**config.mk**
```make
export PLATFORM = sky130hd
export DESIGN_NAME = reg_alu_sequencer_flat
export DESIGN_NICKNAME = d
export VERILOG_FILES = /design/src/rtl/reg_alu_sequencer_pkg.sv /design/src/rtl/reg_alu_sequencer_if.sv /design/src/rtl/reg_alu_sequencer_alu.sv /design/src/rtl/reg_alu_sequencer.sv /design/src/flat_wrapper.sv
export SDC_FILE = /design/constraint.sdc
export NUM_CORES = 2
export LEC_CHECK = 0
export CORE_AREA = 8 8 588 359
export DETAILED_ROUTE_END_ITERATION = 7
export DIE_AREA = 0 0 596 367
export PLACE_DENSITY_LB_ADDON = 0.2
export SETUP_SLACK_MARGIN = 0.02
export SYNTH_ARGS = -nofsm -noshare
export SYNTH_HDL_FRONTEND = slang
export SYNTH_SLANG_ARGS = --single-unit
export TNS_END_PERCENT = 100
```
**constraint.sdc**
```tcl
create_clock -name clk -period 18.9 [get_ports clk]
set_input_delay 3.78 -clock clk [delete_from_list [all_inputs] [get_ports clk]]
set_output_delay 3.78 -clock clk [all_outputs]
set_load 0.05 [all_outputs]
```
**src/rtl/reg_alu_sequencer_pkg.sv**
```systemverilog
// Shared definitions for the register/ALU sequencer.
//   op_e    : ALU op codes as presented on the 3-bit op input (7 is reserved)
//   state_e : sequencer FSM states
//   reg_aw  : register address width for a given register count
package reg_alu_sequencer_pkg;

  typedef enum logic [2:0] {
    OpAdd  = 3'd0,
    OpSub  = 3'd1,
    OpAnd  = 3'd2,
    OpOr   = 3'd3,
    OpShl  = 3'd4,
    OpShr  = 3'd5,
    OpMul  = 3'd6,
    OpRsvd = 3'd7
  } op_e;

  typedef enum logic [2:0] {
    StIdle,
    StTy,
    StTz,
    StWlo,
    StWhi
  } state_e;

  // At least one address bit so a 1-bit port always exists.
  function automatic int unsigned reg_aw(input int unsigned num_regs);
    return (num_regs > 1) ? $clog2(num_regs) : 1;
  endfunction

endpackage

```
**src/rtl/reg_alu_sequencer_if.sv**
```systemverilog
// Control/debug bundle between the external control unit and the sequencer.
//   master : control unit side (drives start/op/ra/rb/rc, preload and debug-read select)
//   slave  : sequencer side (drives busy/done/err, rd_data, hi, lo, bus_out)
interface reg_alu_sequencer_if
  import reg_alu_sequencer_pkg::*;
#(
  parameter int unsigned DATA_W   = 32,
  parameter int unsigned NUM_REGS = 16
);

  localparam int unsigned RegAw = reg_aw(NUM_REGS);

  logic              start;
  logic [2:0]        op;
  logic [RegAw-1:0]  ra;
  logic [RegAw-1:0]  rb;
  logic [RegAw-1:0]  rc;
  logic              busy;
  logic              done;
  logic              err;
  logic              ld_en;
  logic [RegAw-1:0]  ld_addr;
  logic [DATA_W-1:0] ld_data;
  logic [RegAw-1:0]  rd_addr;
  logic [DATA_W-1:0] rd_data;
  logic [DATA_W-1:0] hi;
  logic [DATA_W-1:0] lo;
  logic [DATA_W-1:0] bus_out;

  modport master (
    output start, op, ra, rb, rc, ld_en, ld_addr, ld_data, rd_addr,
    input  busy, done, err, rd_data, hi, lo, bus_out
  );

  modport slave (
    input  start, op, ra, rb, rc, ld_en, ld_addr, ld_data, rd_addr,
    output busy, done, err, rd_data, hi, lo, bus_out
  );

endinterface

```
**src/rtl/reg_alu_sequencer_alu.sv**
```systemverilog
// Combinational ALU for the sequencer.
//   y_i      : operand A (Y register)
//   b_i      : operand B (bus value, i.e. Rc)
//   op_i     : operation
//   result_o : 2*DATA_W result; upper half is zero except for MUL
module reg_alu_sequencer_alu
  import reg_alu_sequencer_pkg::*;
#(
  parameter int unsigned DATA_W = 32
) (
  input  logic [DATA_W-1:0]   y_i,
  input  logic [DATA_W-1:0]   b_i,
  input  op_e                 op_i,
  output logic [2*DATA_W-1:0] result_o
);

  localparam logic [DATA_W-1:0] ShLimit = DATA_W'(DATA_W);

  logic [DATA_W-1:0] lo_res;
  logic              shift_oob;

  always_comb begin
    // Shift amount is the whole Rc value, not just its low bits.
    shift_oob = (b_i >= ShLimit);
    lo_res    = '0;
    result_o  = '0;
    unique case (op_i)
      OpAdd:   lo_res = y_i + b_i;
      OpSub:   lo_res = y_i - b_i;
      OpAnd:   lo_res = y_i & b_i;
      OpOr:    lo_res = y_i | b_i;
      OpShl:   lo_res = shift_oob ? '0 : (y_i << b_i);
      OpShr:   lo_res = shift_oob ? '0 : (y_i >> b_i);
      default: lo_res = '0;
    endcase
    if (op_i == OpMul) begin
      result_o = {{DATA_W{1'b0}}, y_i} * {{DATA_W{1'b0}}, b_i};
    end else begin
      result_o = {{DATA_W{1'b0}}, lo_res};
    end
  end

endmodule

```
**src/rtl/reg_alu_sequencer.sv**
```systemverilog
// Register-file datapath with a single shared bus, sequenced by an internal FSM.
// One register-register op per start/done handshake: Rb->Y, Rc->ALU->Z, Z->Ra (or LO/HI for MUL).
//   clk  : rising-edge clock
//   clr  : asynchronous active-low reset
//   ctl  : slave side of reg_alu_sequencer_if (handshake, preload, debug read, HI/LO, bus)
module reg_alu_sequencer
  import reg_alu_sequencer_pkg::*;
#(
  parameter int unsigned DATA_W   = 32,
  parameter int unsigned NUM_REGS = 16,
  parameter bit          R0_ZERO  = 1'b0
) (
  input logic                  clk,
  input logic                  clr,
  reg_alu_sequencer_if.slave   ctl
);

  localparam int unsigned RegAw = reg_aw(NUM_REGS);

  state_e              state_q, state_d;
  op_e                 op_q;
  logic [RegAw-1:0]    ra_q, rb_q, rc_q;
  logic [DATA_W-1:0]   regs_q [NUM_REGS];
  logic [DATA_W-1:0]   y_q, hi_q, lo_q;
  logic [2*DATA_W-1:0] z_q;
  logic                done_q, done_d;
  logic                err_q, err_d;

  logic [DATA_W-1:0]   bus;
  logic [DATA_W-1:0]   rb_val, rc_val;
  logic [2*DATA_W-1:0] alu_res;
  logic                accept;
  logic                wb_en;
  logic                ld_ok;

  // Non-power-of-two register counts leave unused addresses; those read 0 and ignore writes.
  function automatic logic in_range(input logic [RegAw-1:0] a);
    return 32'(a) < NUM_REGS;
  endfunction

  // R0 is never written when R0_ZERO is set and resets to 0, so plain reads return 0 for it.
  function automatic logic writable(input logic [RegAw-1:0] a);
    return in_range(a) && !(R0_ZERO && (a == '0));
  endfunction

  assign rb_val = in_range(rb_q) ? regs_q[rb_q] : '0;
  assign rc_val = in_range(rc_q) ? regs_q[rc_q] : '0;

  assign accept = (state_q == StIdle) && ctl.start;
  assign wb_en  = (state_q == StWlo) && (op_q != OpMul) && (op_q != OpRsvd) && writable(ra_q);
  // Preload only while idle, so it can never collide with a writeback.
  assign ld_ok  = ctl.ld_en && (state_q == StIdle) && writable(ctl.ld_addr);

  // Shared bus source per state.
  always_comb begin
    bus = '0;
    unique case (state_q)
      StTy:    bus = rb_val;
      StTz:    bus = rc_val;
      StWlo:   bus = z_q[DATA_W-1:0];
      StWhi:   bus = z_q[2*DATA_W-1:DATA_W];
      default: bus = '0;
    endcase
  end

  reg_alu_sequencer_alu #(
    .DATA_W (DATA_W)
  ) u_alu (
    .y_i      (y_q),
    .b_i      (bus),
    .op_i     (op_q),
    .result_o (alu_res)
  );

  always_comb begin
    state_d = state_q;
    done_d  = 1'b0;
    err_d   = 1'b0;
    unique case (state_q)
      StIdle: begin
        if (ctl.start) begin
          state_d = StTy;
        end
      end
      StTy: state_d = StTz;
      StTz: state_d = StWlo;
      StWlo: begin
        if (op_q == OpMul) begin
          state_d = StWhi;
        end else begin
          state_d = StIdle;
          done_d  = 1'b1;
          err_d   = (op_q == OpRsvd);
        end
      end
      StWhi: begin
        state_d = StIdle;
        done_d  = 1'b1;
      end
      default: state_d = StIdle;
    endcase
  end

  always_ff @(posedge clk or negedge clr) begin
    if (!clr) begin
      state_q <= StIdle;
      op_q    <= OpAdd;
      ra_q    <= '0;
      rb_q    <= '0;
      rc_q    <= '0;
      y_q     <= '0;
      z_q     <= '0;
      hi_q    <= '0;
      lo_q    <= '0;
      done_q  <= 1'b0;
      err_q   <= 1'b0;
    end else begin
      state_q <= state_d;
      done_q  <= done_d;
      err_q   <= err_d;
      if (accept) begin
        op_q <= op_e'(ctl.op);
        ra_q <= ctl.ra;
        rb_q <= ctl.rb;
        rc_q <= ctl.rc;
      end
      if (state_q == StTy) begin
        y_q <= bus;
      end
      // Reserved op leaves Z untouched.
      if ((state_q == StTz) && (op_q != OpRsvd)) begin
        z_q <= alu_res;
      end
      if ((state_q == StWlo) && (op_q == OpMul)) begin
        lo_q <= bus;
      end
      if (state_q == StWhi) begin
        hi_q <= bus;
      end
    end
  end

  always_ff @(posedge clk or negedge clr) begin
    if (!clr) begin
      for (int i = 0; i < NUM_REGS; i++) begin
        regs_q[i] <= '0;
      end
    end else if (wb_en) begin
      regs_q[ra_q] <= bus;
    end else if (ld_ok) begin
      regs_q[ctl.ld_addr] <= ctl.ld_data;
    end
  end

  assign ctl.busy    = (state_q != StIdle);
  assign ctl.done    = done_q;
  assign ctl.err     = err_q;
  assign ctl.rd_data = in_range(ctl.rd_addr) ? regs_q[ctl.rd_addr] : '0;
  assign ctl.hi      = hi_q;
  assign ctl.lo      = lo_q;
  assign ctl.bus_out = bus;

endmodule

```
**src/flat_wrapper.sv**
```systemverilog
// flat-port wrapper written by rule: the top's interface ports become plain ports
module reg_alu_sequencer_flat import reg_alu_sequencer_pkg::*;
#(
  parameter int unsigned DATA_W   = 32,
  parameter int unsigned NUM_REGS = 16,
  parameter bit          R0_ZERO  = 1'b0
)
  (clk, clr, ctl_start, ctl_op, ctl_ra, ctl_rb, ctl_rc, ctl_ld_en, ctl_ld_addr, ctl_ld_data, ctl_rd_addr, ctl_busy, ctl_done, ctl_err, ctl_rd_data, ctl_hi, ctl_lo, ctl_bus_out);
  reg_alu_sequencer_if #(.DATA_W(DATA_W), .NUM_REGS(NUM_REGS)) ctl_i ();
  input logic clk;
  input logic clr;
  input wire logic [$bits(ctl_i.start)-1:0] ctl_start;
  input wire logic [$bits(ctl_i.op)-1:0] ctl_op;
  input wire logic [$bits(ctl_i.ra)-1:0] ctl_ra;
  input wire logic [$bits(ctl_i.rb)-1:0] ctl_rb;
  input wire logic [$bits(ctl_i.rc)-1:0] ctl_rc;
  input wire logic [$bits(ctl_i.ld_en)-1:0] ctl_ld_en;
  input wire logic [$bits(ctl_i.ld_addr)-1:0] ctl_ld_addr;
  input wire logic [$bits(ctl_i.ld_data)-1:0] ctl_ld_data;
  input wire logic [$bits(ctl_i.rd_addr)-1:0] ctl_rd_addr;
  output wire logic [$bits(ctl_i.busy)-1:0] ctl_busy;
  output wire logic [$bits(ctl_i.done)-1:0] ctl_done;
  output wire logic [$bits(ctl_i.err)-1:0] ctl_err;
  output wire logic [$bits(ctl_i.rd_data)-1:0] ctl_rd_data;
  output wire logic [$bits(ctl_i.hi)-1:0] ctl_hi;
  output wire logic [$bits(ctl_i.lo)-1:0] ctl_lo;
  output wire logic [$bits(ctl_i.bus_out)-1:0] ctl_bus_out;
  assign ctl_i.start = ctl_start;
  assign ctl_i.op = ctl_op;
  assign ctl_i.ra = ctl_ra;
  assign ctl_i.rb = ctl_rb;
  assign ctl_i.rc = ctl_rc;
  assign ctl_i.ld_en = ctl_ld_en;
  assign ctl_i.ld_addr = ctl_ld_addr;
  assign ctl_i.ld_data = ctl_ld_data;
  assign ctl_i.rd_addr = ctl_rd_addr;
  assign ctl_busy = ctl_i.busy;
  assign ctl_done = ctl_i.done;
  assign ctl_err = ctl_i.err;
  assign ctl_rd_data = ctl_i.rd_data;
  assign ctl_hi = ctl_i.hi;
  assign ctl_lo = ctl_i.lo;
  assign ctl_bus_out = ctl_i.bus_out;
  reg_alu_sequencer #(.DATA_W(DATA_W), .NUM_REGS(NUM_REGS), .R0_ZERO(R0_ZERO)) u_core (.clk(clk), .clr(clr), .ctl(ctl_i));
endmodule
```
### After elaboration in Yosys (flattened, before gate mapping)

Index checks and enable logic that the tools add are counted.

* register bits: 692
* logic and storage cells: 102
* input bits: 59

* $lt $le $gt $ge: 8
* equal/unequal tests: 14
* multipliers: 1
* reduce and logical (&&, ||, !) cells: 12
* $add $sub $neg: 2
* bitwise logic cells: 7
* shift-type cells: 2
* mux-type cells: 29

Operators with widths (count)
* bitwise mux 512 bit: 2
* two-way mux 512 bit: 2
* binary-select mux 32 bit (select 4 bit): 3
* two-way mux 32 bit: 10
* demux 32 bit (select 4 bit): 2
* case mux 32 bit (6 select lines): 1
* case mux 32 bit (4 select lines): 1
* multiplier 32 x 32 -> 64 bit: 1
* two-way mux 64 bit: 1
* adder 32 bit: 1
* AND 32 bit: 1
* >= comparator 32 x 6 -> 1 bit, second input constant: 1
* OR 32 bit: 1
* << shifter 32 x 32 -> 32 bit: 1
* right shift 32 x 32 -> 32 bit: 1
* subtractor 32 bit: 1
* >= comparator 5 bit, second input constant: 5
* inverter 4 -> 5 bit: 5
* equality test 3 bit, second input constant: 5
* equality test 3 x 2 -> 1 bit, second input constant: 4
* case mux 3 bit (4 select lines): 1
* < comparator 5 x 1 -> 1 bit, second input constant: 2
* logical AND 1 bit: 8
* equality test 3 x 1 -> 1 bit, second input constant: 2
* 8 further kinds: 13

### Depth between registers and ports, before layout

* depth in word-level cells: 9
* gate-level depth with buffers: 45
* gate-level depth less buffers: 33

### Cells and area by module

A second synthesis with hierarchy kept.

* cells, all modules: 8759
* area total of the unflattened synthesis: 81604.5 µm²

Modules (own cells, without submodules)
* reg_alu_sequencer: instances 1, cells each 4001, area each 41443.5 µm², seq. area each 17316.6 µm²
* reg_alu_sequencer_alu: instances 1, cells each 4758, area each 40161.0 µm², seq. area each 0.0 µm²

### Least setup slack after synthesis

Ideal clock, no wire load.

* path kind: flip-flop to flip-flop
* from: register u_core.rb_q[0]
* to: register u_core.z_q[61]
* path buffers: 13
* data required time: 18.767 ns
* setup slack: 7.684 ns
* arrival time: 11.083 ns
* stages on the path, launching flop included: 42
* path through: dfrtp_1 -> buf_4 -> buf_6 -> buf_6 -> buf_4 -> buf_6 -> buf_2 -> mux4_2 -> mux2i_1 -> o22ai_1 -> nor3_4 -> clkinv_1 -> buf_2 -> buf_2 -> buf_2 -> buf_2 -> clkbuf_1 -> clkbuf_1 -> (+6 left out) -> inv_1 -> fa_1 -> fa_1 -> fa_1 -> fa_1 -> ha_1 -> clkbuf_1 -> a21oi_1 -> o21bai_1 -> a21oi_1 -> o21ai_0 -> or4_1 -> o31a_1 -> a2111oi_0 -> o31ai_1 -> a21oi_1 -> xor2_1 -> o21ai_0

* cells in the longest elaborated chain, start to end: 7

RTL lines
* from (decl): RTL line reg_alu_sequencer.sv:22 `logic [RegAw-1:0] ra_q, rb_q, rc_q;`
* from (signal assigned): RTL line reg_alu_sequencer.sv:124 `rb_q <= ctl.rb;`
* inverter 4 -> 5 bit (not written as such): RTL line reg_alu_sequencer.sv:46 `assign rb_val = in_range(rb_q) ? regs_q[rb_q] : '0;`
* binary-select mux 32 bit (select 4 bit): RTL line reg_alu_sequencer.sv:46
* two-way mux 32 bit (not written as such) (2 in a row): RTL line reg_alu_sequencer.sv:46
* case mux 32 bit (4 select lines): RTL line reg_alu_sequencer.sv:57 `unique case (state_q)`
* named net ctl_bus_out[2]: RTL line flat_wrapper.sv:27 `output wire logic [$bits(ctl_i.bus_out)-1:0] ctl_bus_out;`
* multiplier 32 x 32 -> 64 bit: RTL line reg_alu_sequencer_alu.sv:37 `result_o = {{DATA_W{1'b0}}, y_i} * {{DATA_W{1'b0}}, b_i};`
* two-way mux 64 bit: RTL line reg_alu_sequencer_alu.sv:36 `if (op_i == OpMul) begin`
* to (signal assigned): RTL line reg_alu_sequencer.sv:132 `z_q <= alu_res;`
* to (decl): RTL line reg_alu_sequencer.sv:25 `logic [2*DATA_W-1:0] z_q;`

The timed path passes the listed nets, and every way through them passes these cells. The select of a mux whose other input is x is not followed.
A chain may end at the register's enable or synchronous reset.

### Worst setup path after layout

* from: register u_core.rb_q[0]
* to: register u_core.z_q[51]

* cells in the longest elaborated chain, start to end: 7

RTL lines (RTL line)
* inverter 4 -> 5 bit (not written as such): reg_alu_sequencer.sv:46
* binary-select mux 32 bit (select 4 bit): reg_alu_sequencer.sv:46
* two-way mux 32 bit (not written as such) (2 in a row): reg_alu_sequencer.sv:46
* case mux 32 bit (4 select lines): reg_alu_sequencer.sv:57
* multiplier 32 x 32 -> 64 bit: reg_alu_sequencer_alu.sv:37
* two-way mux 64 bit: reg_alu_sequencer_alu.sv:36

Every way passes these cells. The select of a mux whose other input is x is not followed.

==> results_dict.tcl <==
set metrics [dict create \
    status "finished clean" \
    num_vias 72370 \
    worstPathArrival_ps 13810 \
    clockRootBuffer "clkbuf_16" \
    grt_util_all_layers 0.3487 \
    io_pins 190 \
    max_freq_ghz 0.07550 \
    setup-tns-final_ps 0 \
    ys_types 96 \
    antenna_found_initial 31 \
    slew_headroom 0.01890 \
    cp-end-kind "flip-flop" \
    synth_edf_count 0 \
    cts.repair.resized 0 \
    final-setup-viol-count 0 \
    ys_warn_count 0 \
    post_dp_cell_area_um2 84800 \
    cts_hold_buf 0 \
    worst_setup_path_start_kind "flip-flop" \
    fillers 19640 \
    final_cell_mix "1009 x nand2_1, 959 x inv_1, 897 x fa_1, 681 x dfrtp_1, 497 x a21oi_1" \
    drv_slew 0 \
    fin_area_um2 87220 \
    crit_family "adder cells" \
    clockBufferDepth 3 \
    dieArea_um2 218700 \
    drtPass1Iterations 8 \
    insertion_delay_ps 690 \
    cpPeakStageDelay_ps 1040 \
    syn-cell-area_um2 80310 \
    reg2reg_slack_ps 5650 \
    synth_top_area_cell "fa_1" \
    slowest_stage "dfrtp_4" \
    start_util 0.3980 \
    io_buffers 189 \
    netlist_instances 8518 \
    drc 0 \
    hold_viol_final 0 \
    path_clk_slew_ps 70 \
    dp_hpwl_um 271900 \
    grt_pass1_wl_um 552300 \
    numCtsBuffers 70 \
    drtIter0Drc 10220 \
    final_antenna_net_count 0 \
    grt-ovfl-total 0 \
    critPathBufInv 5 \
    place_congestion 1.054 \
    regArea_um2 17340 \
    chipHeight_um 367 \
    core-area_um2 201800 \
    synthToLayoutAreaGrowth_pct 8.603 \
    die-width_um 596 \
    drt-total-wl_um 391200 \
    fin_worst_skew_ps 32.02 \
    required_ps 19460 \
    post-route-period-util 0.7008 \
    cp_common_cell "fa_1" \
    layout_commonest_cell "nand2_1" \
    cts_setup_buffers 0 \
    rows 128 \
    fin_nets 9526 \
    ys_seq_elements 692 \
    rsz0062_at_grt "false" \
    multi_input_area_um2 56680 \
    cts_tree "done" \
    synthTopCellsByArea "fa_1 22%, dfrtp_1 22%, mux4_2 9.6%, nand2_1 4.7%, ha_1 4.6%" \
    cts_max_level 3 \
    async_flop_share 1.000 \
    synth_top_area_frac 0.2236 \
    ys.flop_type "dfrtp_1" \
    grt_max_degree 149 \
    drive_gt1_frac 0.1052 \
    cts.sinks 692 \
    synth_nets 9771 \
    grt_pass1_vias 71330 \
    via_per_inst 6.573 \
    hp-class "flip-flop to flip-flop" \
    crit_fanout 76 \
    wl_per_cell_um 35.53 \
    min_period_ps 13250 \
    worstSetupPathType "flip-flop to flip-flop" \
    tightest_slew_ps 1456 \
    syn_avg_cell_area_um2 9.429 \
    ys_seq_area_frac 0.2156 \
    cap_violations 0 \
]
routing by layer:
| metal | GRT usage | vias to the layer above | routed length (um) | part of all wire |
|---|---|---|---|---|
| met3 | 0.1710 | 946 | 63780 | 0.16 |
| met2 | 0.4432 | 5572 | 144600 | 0.37 |
| li1 | - | 28380 | - | - |
| met4 | 0.1173 | 34 | 16560 | 0.042 |
| met1 | 0.5039 | 37440 | 165600 | 0.42 |
| met5 | 0.01743 | - | 658 | 0.0017 |
cell usage after synthesis, drive strengths merged (9+ instances only):
cell and count:
a21o 71, nand2b 23, o211ai 35, a211o 22, nor2b 118, buf 172
o221ai 65, nand3 80, and3 19, or3 10, a311oi 15, mux2 46
nor4 20, inv 978, clkbuf 574, mux2i 264, o31ai 12, o21a 13
dfrtp 692, a32oi 9, o21ai 436, nand2 1013, and2 407, ha 297
mux4 357, nand4 35, xor2 32, a21oi 503, a22oi 314, or2 12
a31oi 51, a2111oi 11, o22ai 56, fa 897, a211oi 29, o21bai 20
nor2 481, a221o 23, nor3 75, o32ai 9, maj3 29, a221oi 20
xnor2 82
cell families after synthesis:
logic type / Yosys count / synth area share
XOR/XNOR: 114 / 0.01243
flip-flops: 692 / 0.2156
multiplexers: 667 / 0.1401
AND/OR/NAND/NOR: 2318 / 0.1331
adder cells (fa/ha/maj): 1223 / 0.2735
buffers and inverters: 1729 / 0.08450
AO/OA/AOI/OAI: 1775 / 0.1408
final timing paths:
path,startpoint,depth (start not counted),to
worst max register to register,u_core.rb_q[0],29,u_core.z_q[51]
worst min register to register,u_core.ctl.hi[14],2,u_core.ctl.hi[14]
worst min-delay path,u_core.ctl.hi[14],2,u_core.ctl.hi[14]
min in group asynchronous,clr,1,u_core.regs_q[19]
worst max-delay path,u_core.rb_q[0],29,u_core.z_q[51]
max in group asynchronous,clr,4,u_core.regs_q[325]
flip-flops by register name, summed over array words and instances (netlist names):
| signal | flops |
|---|---|
| u_core.ctl.lo | 32 |
| u_core.rb_q | 4 |
| u_core.state_q | 3 |
| u_core.y_q | 32 |
| u_core.op_q | 3 |
| u_core.rc_q | 4 |
| u_core.regs_q | 512 |
| u_core.ctl.err | 1 |
| u_core.ra_q | 4 |
| u_core.ctl.hi | 32 |
| u_core.z_q | 64 |
| u_core.ctl.done | 1 |
worst register-to-register path: cells and delay by family, from the launching register on:
family                     cells  cell delay, ps
buffers and inverters          5            1930
muxes                          2            1200
AOI/OAI and AO/OA              7            3050
DFF                            1            1040
adders and majority gates      9            4430
and+or+nand+nor                6            1520
stage by stage:
| step | worst slack (ps) | hold slack, ps | cells | util |
|---|---|---|---|---|
| CTS | 6084 | 482.6 | 10990 | 0.4320 |
| global route | 5339 | 487.8 | 11000 | 0.4321 |
| finish | 5654 | 477.9 | 11010 | 0.4322 |
| detailed placement | 6096 | 465.3 | 10870 | 0.4202 |
| floorplan | 7684 | 448.4 | 8518 | - |
| global placement | 5579 | 461.6 | 10870 | 0.4202 |
cell type report:
type / instances / share of cell area
diodes: 18 / 0.0005164
clock buffers: 100 / 0.02370
clock inverters: 26 / 0.003557
inverters: 983 / 0.04239
multi-input cells: 6097 / 0.6498
flip-flops and latches: 692 / 0.1988
well taps: 2665 / 0.03823
repair buffers: 429 / 0.04293
Power is left out: the tool's default activity adds up to more than one toggle a clock period on the data nets, which glitch-free logic cannot reach.
